[config.mk]
export PLATFORM = sky130hd
export DESIGN_NAME = tail_fetch_flat
export DESIGN_NICKNAME = d
export VERILOG_FILES = /design/src/rtl/quark_pkg.sv /design/src/rtl/tail_fetch_if.sv /design/src/rtl/tail_length.sv /design/src/rtl/tail_fetch.sv /design/src/flat_wrapper.sv
export SDC_FILE = /design/constraint.sdc
export NUM_CORES = 1
export LEC_CHECK = 0
export ABC_AREA = 1
export BUFFER_PORTS_ARGS = -buffer_cell sky130_fd_sc_hd__buf_2
export CAP_MARGIN = 20
export CORE_MARGIN = 1.5
export CORE_UTILIZATION = 54
export CTS_CLUSTER_SIZE = 20
export DETAILED_ROUTE_END_ITERATION = 6
export PLACE_DENSITY = 0.82
export SYNTH_ARGS = -nofsm -noshare
export SYNTH_HDL_FRONTEND = slang
export SYNTH_SLANG_ARGS = --single-unit
[constraint.sdc]
create_clock -name clk -period 1.9 [get_ports clk]
set_input_delay 0.19 -clock clk [delete_from_list [all_inputs] [get_ports clk]]
set_output_delay 0.19 -clock clk [all_outputs]
set_load 0.02 [all_outputs]
[src/rtl/quark_pkg.sv]
// quark_pkg: shared fetch-sequencer state encoding and constants
package quark_pkg;
  typedef enum logic [1:0] {IDLE, COLLECT, HOLD} tf_state_t;
  localparam logic [3:0] LEN1 = 4'b0001;
  localparam logic [3:0] LEN2 = 4'b0010;
  localparam logic [3:0] LEN4 = 4'b0100;
  localparam logic [3:0] LEN8 = 4'b1000;
  localparam logic [7:0] ERR_MAX = 8'd255;
endpackage

[src/rtl/tail_fetch_if.sv]
// tail_fetch_if: nibble input link and assembled-instruction output link
interface tail_fetch_if #(parameter int MAX_LEN = 8);
  logic [3:0] in_data;
  logic in_valid;
  logic in_ready;
  logic [4*MAX_LEN-1:0] out_word;
  logic [3:0] out_len;
  logic out_illegal;
  logic out_valid;
  logic out_ready;
  modport slave (input in_data, in_valid, out_ready,
                 output in_ready, out_word, out_len, out_illegal, out_valid);
  modport master (output in_data, in_valid, out_ready,
                  input in_ready, out_word, out_len, out_illegal, out_valid);
endinterface

[src/rtl/tail_length.sv]
// tail_length: one-hot instruction length from the head nibble, 0 when illegal
module tail_length
  import quark_pkg::*;
(
  input  logic [3:0] head_i,
  output logic [3:0] len_o
);
  always_comb
    len_o = head_i == 4'h1 ? LEN2 :
            head_i == 4'h2 ? LEN4 :
            head_i == 4'h3 ? LEN8 :
            head_i inside {4'h0, 4'h4, 4'h8, 4'h9, 4'hC, 4'hD} ? LEN1 : 4'b0000;
endmodule

[src/rtl/tail_fetch.sv]
// tail_fetch: collects variable-length instructions nibble by nibble and presents them to decode
module tail_fetch
  import quark_pkg::*;
#(
  parameter int MAX_LEN = 8
) (
  input  logic         clk,
  input  logic         reset_n,
  input  logic         flush,
  tail_fetch_if.slave  bus,
  output logic [7:0]   err_count
);
  localparam int W = 4*MAX_LEN;
  tf_state_t state_q, state_d;
  logic [2:0] idx_q, idx_d, remain_q, remain_d;
  logic [W-1:0] word_q, word_d;
  logic [3:0] len_q, len_d, head_len;
  logic ill_q, ill_d, in_fire, illegal;
  logic [7:0] err_q, err_d;
  tail_length u_len (.head_i(bus.in_data), .len_o(head_len));
  // one-hot length value equals the nibble count, so it compares directly against MAX_LEN
  assign illegal = head_len == 4'b0000 || int'(head_len) > MAX_LEN;
  assign in_fire = bus.in_valid && bus.in_ready;
  assign bus.in_ready = state_q != HOLD;
  assign bus.out_valid = state_q == HOLD;
  assign bus.out_word = word_q;
  assign bus.out_len = len_q;
  assign bus.out_illegal = ill_q;
  assign err_count = err_q;
  always_comb begin
    state_d = state_q;
    idx_d = idx_q;
    remain_d = remain_q;
    word_d = word_q;
    len_d = len_q;
    ill_d = ill_q;
    err_d = err_q;
    if (flush) begin
      state_d = IDLE;
      idx_d = '0;
      remain_d = '0;
      word_d = '0;
      len_d = '0;
      ill_d = 1'b0;
    end else if (state_q == IDLE) begin
      if (in_fire) begin
        word_d = W'(bus.in_data);
        ill_d = illegal;
        len_d = illegal ? 4'b0000 : head_len;
        if (illegal || head_len == LEN1) begin
          state_d = HOLD;
          err_d = illegal && err_q != ERR_MAX ? err_q + 8'd1 : err_q;
        end else begin
          state_d = COLLECT;
          idx_d = 3'd1;
          remain_d = 3'(head_len - 4'd1);
        end
      end
    end else if (state_q == COLLECT) begin
      if (in_fire) begin
        for (int k = 0; k < MAX_LEN; k++)
          if (idx_q == 3'(k)) word_d[4*k +: 4] = bus.in_data;
        idx_d = idx_q + 3'd1;
        remain_d = remain_q - 3'd1;
        state_d = remain_q == 3'd1 ? HOLD : COLLECT;
      end
    end else if (bus.out_ready) begin
      state_d = IDLE;
    end
  end
  always_ff @(posedge clk or negedge reset_n)
    if (!reset_n) begin
      state_q <= IDLE;
      idx_q <= '0;
      remain_q <= '0;
      word_q <= '0;
      len_q <= '0;
      ill_q <= 1'b0;
      err_q <= '0;
    end else begin
      state_q <= state_d;
      idx_q <= idx_d;
      remain_q <= remain_d;
      word_q <= word_d;
      len_q <= len_d;
      ill_q <= ill_d;
      err_q <= err_d;
    end
endmodule

[src/flat_wrapper.sv]
// flat-port wrapper written by rule: the top's interface ports become plain ports
module tail_fetch_flat import quark_pkg::*;
#(
  parameter int MAX_LEN = 8
)
  (clk, reset_n, flush, err_count, bus_in_data, bus_in_valid, bus_out_ready, bus_in_ready, bus_out_word, bus_out_len, bus_out_illegal, bus_out_valid);
  tail_fetch_if #(.MAX_LEN(MAX_LEN)) bus_i ();
  input  logic clk;
  input  logic reset_n;
  input  logic flush;
  output logic [7:0] err_count;
  input wire logic [$bits(bus_i.in_data)-1:0] bus_in_data;
  input wire logic [$bits(bus_i.in_valid)-1:0] bus_in_valid;
  input wire logic [$bits(bus_i.out_ready)-1:0] bus_out_ready;
  output wire logic [$bits(bus_i.in_ready)-1:0] bus_in_ready;
  output wire logic [$bits(bus_i.out_word)-1:0] bus_out_word;
  output wire logic [$bits(bus_i.out_len)-1:0] bus_out_len;
  output wire logic [$bits(bus_i.out_illegal)-1:0] bus_out_illegal;
  output wire logic [$bits(bus_i.out_valid)-1:0] bus_out_valid;
  assign bus_i.in_data = bus_in_data;
  assign bus_i.in_valid = bus_in_valid;
  assign bus_i.out_ready = bus_out_ready;
  assign bus_in_ready = bus_i.in_ready;
  assign bus_out_word = bus_i.out_word;
  assign bus_out_len = bus_i.out_len;
  assign bus_out_illegal = bus_i.out_illegal;
  assign bus_out_valid = bus_i.out_valid;
  tail_fetch #(.MAX_LEN(MAX_LEN)) u_core (.clk(clk), .reset_n(reset_n), .flush(flush), .bus(bus_i), .err_count(err_count));
endmodule
# Word-level counts from Yosys, hierarchy flattened
# Cells that the tools add are included.
totals:
  regBits: 53
  in_bits: 9
  output_inout_bits: 47
  word_cells: 121
op_classes:
  add_sub_neg: 4
  n_lt_le_gt_ge: 1
  eq_ne: 24
  mux: 44
  bitwise_logic: 1
  reduce_logical: 33
ops:
  columns: ["operator", "n"]
  rows:
  - ["2-to-1 mux 32 bit", 5]
  - ["2-to-1 mux 4 bit", 15]
  - ["2-to-1 mux 3 bit", 12]
  - ["AND reduction 3 bit", 10]
  - ["nonzero test 3 bit", 9]
  - ["equality test 4 bit (second input constant)", 4]
  - ["2-to-1 mux 2 bit", 8]
  - ["equality test 3 bit (second input constant)", 4]
  - ["adder 8 x 1 -> 8 bit (second input constant)", 1]
  - ["equality test 4 x 1 -> 1 bit (second input constant)", 2]
  - ["equality test 4 x 2 -> 1 bit (second input constant)", 2]
  - ["zero test 4 bit", 2]
  - ["inequality test 8 bit (second input constant)", 1]
  - ["equality test 3 x 1 -> 1 bit (second input constant)", 2]
  - ["equality test 3 x 2 -> 1 bit (second input constant)", 2]
  - ["inequality test 3 x 2 -> 1 bit (second input constant)", 2]
  - ["nonzero test 6 bit", 1]
  - ["subtractor 3 x 1 -> 3 bit (second input constant)", 2]
  - ["AND reduction 5 bit", 1]
  - ["equality test 4 x 3 -> 1 bit (second input constant)", 1]
  - ["greater-than comparator 4 bit (second input constant)", 1]
  - ["2-to-1 mux 1 bit", 4]
  - ["nonzero test 2 bit", 2]
  - ["nonzero test 4 bit", 1]
  - ["11 further kinds", 13]

# Longest topological paths before layout
depth:
  word_depth: 13
  mapped_depth: 9

# By module
# A second synthesis with hierarchy kept.
unflattened:
  cells_unflattened: 337
  hier_area_um2: 2776.4
by_module_without_submodules:
  columns: ["mod", "instances", "cells_per_inst", "area_each_um2", "seq_area_each_um2"]
  rows:
  - ["tail_fetch", 1, 325, 2730.1, 1326.3]
  - ["tail_length", 1, 12, 46.3, 0.0]

# Worst setup path before layout
# No wires, ideal clock.
synth_path:
  path_type: "flip-flop to flip-flop"
  from: "register u_core.err_q[0], in the netlist u_core.err_count[0]"
  to: "register u_core.err_q[0], in the netlist u_core.err_count[0]"
  setup_time_ns: 0.118
  t_arrival_ns: 1.437
  required_ns: 1.782
  setup_slack_ns: 0.345
  stages_incl_launch_ff: 8
  n_path_buf: 0
  synth_period_minus_slack_ns: 1.555
  path_cell_list: "dfrtp_1 -> ha_1 -> nand2_1 -> inv_1 -> nand3_1 -> nand3_1 -> nand2_1 -> nand2_1"
synth_between:
  elab_chain_len: 3
synth_lines:
  columns: ["element", "line_no", "text"]
  rows:
  - ["from (decl)", "tail_fetch.sv:19", "logic [7:0] err_q, err_d;"]
  - ["from (signal assigned)", "tail_fetch.sv:87", "err_q <= err_d;"]
  - ["branches (longest 3 deep; another with adder 8 x 1 -> 8 bit)", null, null]
# Parallel ways; which one is timed is not known.
# A chain may end at the register's enable or synchronous reset.

# Final worst setup path
layout_path:
  from: "register u_core.state_q[1]"
  to: "register u_core.remain_q[1]"
layout_between:
  elab_chain_len: 4
layout_lines:
  columns: ["element", "line_no", "text"]
  rows:
  - ["from (decl)", "tail_fetch.sv:14", "tf_state_t state_q, state_d;"]
  - ["from (signal assigned)", "tail_fetch.sv:81", "state_q <= state_d;"]
  - ["inequality test 2 bit", "tail_fetch.sv:24", "assign bus.in_ready = state_q != HOLD;"]
  - ["logical AND 1 bit", "tail_fetch.sv:23", "assign in_fire = bus.in_valid && bus.in_ready;"]
  - ["nonzero test 2 bit (no line)", null, null]
  - ["AND reduction 3 bit (no line)", null, null]
  - ["to (signal assigned)", "tail_fetch.sv:83", "remain_q <= remain_d;"]
  - ["to (decl)", "tail_fetch.sv:15", "logic [2:0] idx_q, idx_d, remain_q, remain_d;"]
# Parallel ways exist; a longest one is shown, timed or not.

==> results by group <==
Outcome
  – Status: finished, final reports clean

STA
  – Max Clk Rate: 0.581 GHz
  – Fin Clk Skew: 8.07 ps
  – Unrepaired setup endpoints after global routing: no
  – Final WS setup: 179 ps
  – Final setup viols: 0
  – Slew @ Worst Pin: 430 ps
  – Tcrit/Tclk final: 90.6%
  – Sum of negative setup slack: 0 ps
  – Worst relative slew slack: 71.2%
  – Crit path time final: 1720 ps
  – Slew Limit Fails: 0
  – Fin. Hold Viols: 0

Setup path
  – RR Startpoint: u_core.state_q[1]
  – CP max-delay cell: dfrtp_1
  – Worst R2R End: u_core.remain_q[1]
  – Critical Path RT: 2140 ps
  – R2R setup slack: 180 ps
  – CP Cell Sequence: nand2_1 > nand2_2 > o21ai_4 > nand2_1 > inv_1 > nand2_1 > nand2_1
  – Reg2Reg Depth: 7
  – Max stage delay on crit path: 470 ps
  – Crit path DAT: 1960 ps
  – CP Launch Type: register
  – Most numerous cell on the critical path: nand2_1
  – Crit end category: register
  – Setup crit end: u_core.remain_q[1]
  – Crit path max fanout: 17
  – Setup crit start: u_core.state_q[1]
  – CP Class: reg -> reg

Clocking
  – CTS sink count: 53
  – Clock latency on the worst-skew pair: 300 ps
  – CTS tree: yes
  – Clock transition at path regs: 90 ps
  – # H-tree levels: 2
  – Root cell of the clock tree: clkbuf_8
  – Post-CTS Setup Inserts: 0
  – Num CTS Buffers: 5
  – Max clock buf depth: 2

Final layout
  – Most frequent cells in the layout: 121 x nand2_1, 55 x buf_2, 53 x dfrtp_1
  – Share of layout cells above drive strength 1: 19.3%
  – Final Cell Area: 3020 µm²
  – Fillers: 387
  – Syn-to-layout area delta: 18.6%
  – Antenna cells: 0
  – Commonest non-fill, non-tap cell in the layout: nand2_1
  – Nets@finish: 391

Drt
  – Residual DRC: 0
  – Antenna Nets Post-Route: 0
  – Vias: 2304
  – Post-DR wirelength/cell: 13.3 µm
  – Vias per cell: 5.41
  – Drt pass-1 iters: 6
  – Initial drt markers: 135
  – Wirelength, routed: 5660 µm

Floorplanning
  – Die Wd: 71.6 µm
  – Top Ports: 56
  – Cell Rows: 24
  – Die H: 71.6 µm
  – Initial Utilization: 57.2%
  – CORE AREA: 4440 µm²
  – Die area: 5130 µm²

Synthesis
  – Post-Syn Instances: 311
  – Synth Register Bits: 53
  – Yosys warning count: 0
  – Mapped Area: 2540 µm²
  – Synth cell types: 19
  – Seq/Total Area, Yosys: 52.1%
  – Synth Net Count: 329
  – Average size of a mapped cell: 8.18 µm²

Global routing
  – Largest net degree at the start of global routing: 21
  – Vias in the first global route: 2175
  – Initial antenna violation count: 0
  – All-Layer GR Usage: 23.6%
  – First-pass GRT wire length: 9630 µm
  – Overflow after GRT: 0

Place
  – Post-DP HPWL: 4140 µm
  – Pre-CTS setup slack: 233 ps
  – IO Port Bufs: 55
  – Placed Area: 2890 µm²
  – Final GP Congestion: 0.845

Job
  – Maximum capacitance violations: 0

Hold path
  – Worst hold path class: in -> reg

Pwr
  – Peak VDD IR: 463 µV
  – Pwr dens: 992 nW/µm²
  – Leak Pwr: 1.70 nW
[per-layer routing]
metal	vias to the layer above	GRT usage, %	wire [µm]
li1	1130	-	-
met1	1089	32.2	2560
met2	72	37.6	2680
met3	13	3.94	304
met4	0	10.3	119
met5	-	0	0
[Yosys cell counts, drive strengths merged]
master	count	area [µm²]
buf	4	20.0
clkbuf	1	3.75
dfrtp	53	1330
ha	9	113
inv	25	93.8
nand2	123	467
nand3	15	75.1
nand3b	3	22.5
nand4	11	68.8
nor2	13	53.8
nor3	1	5.00
o21ai	47	246
o21bai	1	7.51
or2	1	6.26
xor2	4	35.0
[flip-flops by register name (all words and copies together) (netlist names)]
register,flops
u_core.err_count,8
u_core.bus.out_word,32
u_core.remain_q,3
u_core.idx_q,3
u_core.bus.out_illegal,1
u_core.bus.out_len,4
u_core.state_q,2
[per-stage QoR]
stage / instances / power [mW] / hold WS [ps] / util, %
CTS: 426 / 3.01 / 171 / 67.9
detailed placement: 417 / 2.22 / 154 / 65.0
global route: 426 / 3.18 / 193 / 67.9
floorplan: 311 / 1.94 / -106 / -
global placement: 417 / 2.19 / 149 / 65.0
finish: 426 / 2.99 / 168 / 67.9
[worst min-delay path by stage]
| stage | start | to | slack, ps | cells past startpoint |
|---|---|---|---|---|
| after floorplan | reset_n | u_core.bus.out_illegal | -110 | 0 |
| after global placement | reset_n | u_core.bus.out_word[15] | 150 | 1 |
| after detailed placement | reset_n | u_core.bus.out_word[15] | 150 | 1 |
| after CTS | bus_out_ready | u_core.state_q[1] | 170 | 4 |
| after global routing | bus_out_ready | u_core.state_q[1] | 190 | 4 |
| final | bus_out_ready | u_core.state_q[1] | 170 | 4 |
[power breakdown]
group,total (mW),internal [mW],switching [mW]
Combinational,0.807,0.250,0.558
Clock,0.785,0.430,0.355
Sequential,1.40,1.27,0.129
[cell type report]
cell class	instances	area (µm²)	area share [%]
clock buffers	7	86.3	2.86
clock inverters	1	30.0	0.995
inverters	25	93.8	3.11
multi-input cells	228	1100	36.5
flip-flops and latches	53	1330	44.0
well taps	52	65.1	2.16
repair buffers	60	315	10.5
[cells by family after synthesis]
logic type,after synthesis,share of synthesized area [%]
AO/OA/AOI/OAI,48,9.99
buffers and inverters,30,4.62
XOR/XNOR,4,1.38
adder cells (fa/ha/maj),9,4.43
flip-flops,53,52.1
AND/OR/NAND/NOR,167,27.4
[repair_timing]
action,4_1_cts,5_1_grt
endpoints found under the hold margin,17,0
resized for setup,0,0
hold buffers,1,0
[worst max-delay path, delay by kind of cell, from the launching register on]
kind                   cells  cell delay (ps)
AO/OA/AOI/OAI              1              370
buffers and inverters      1              160
flip-flops                 1              470
AND/OR/NAND/NOR            5              660
No activity file was read; power rests on OpenSTA's default activity.
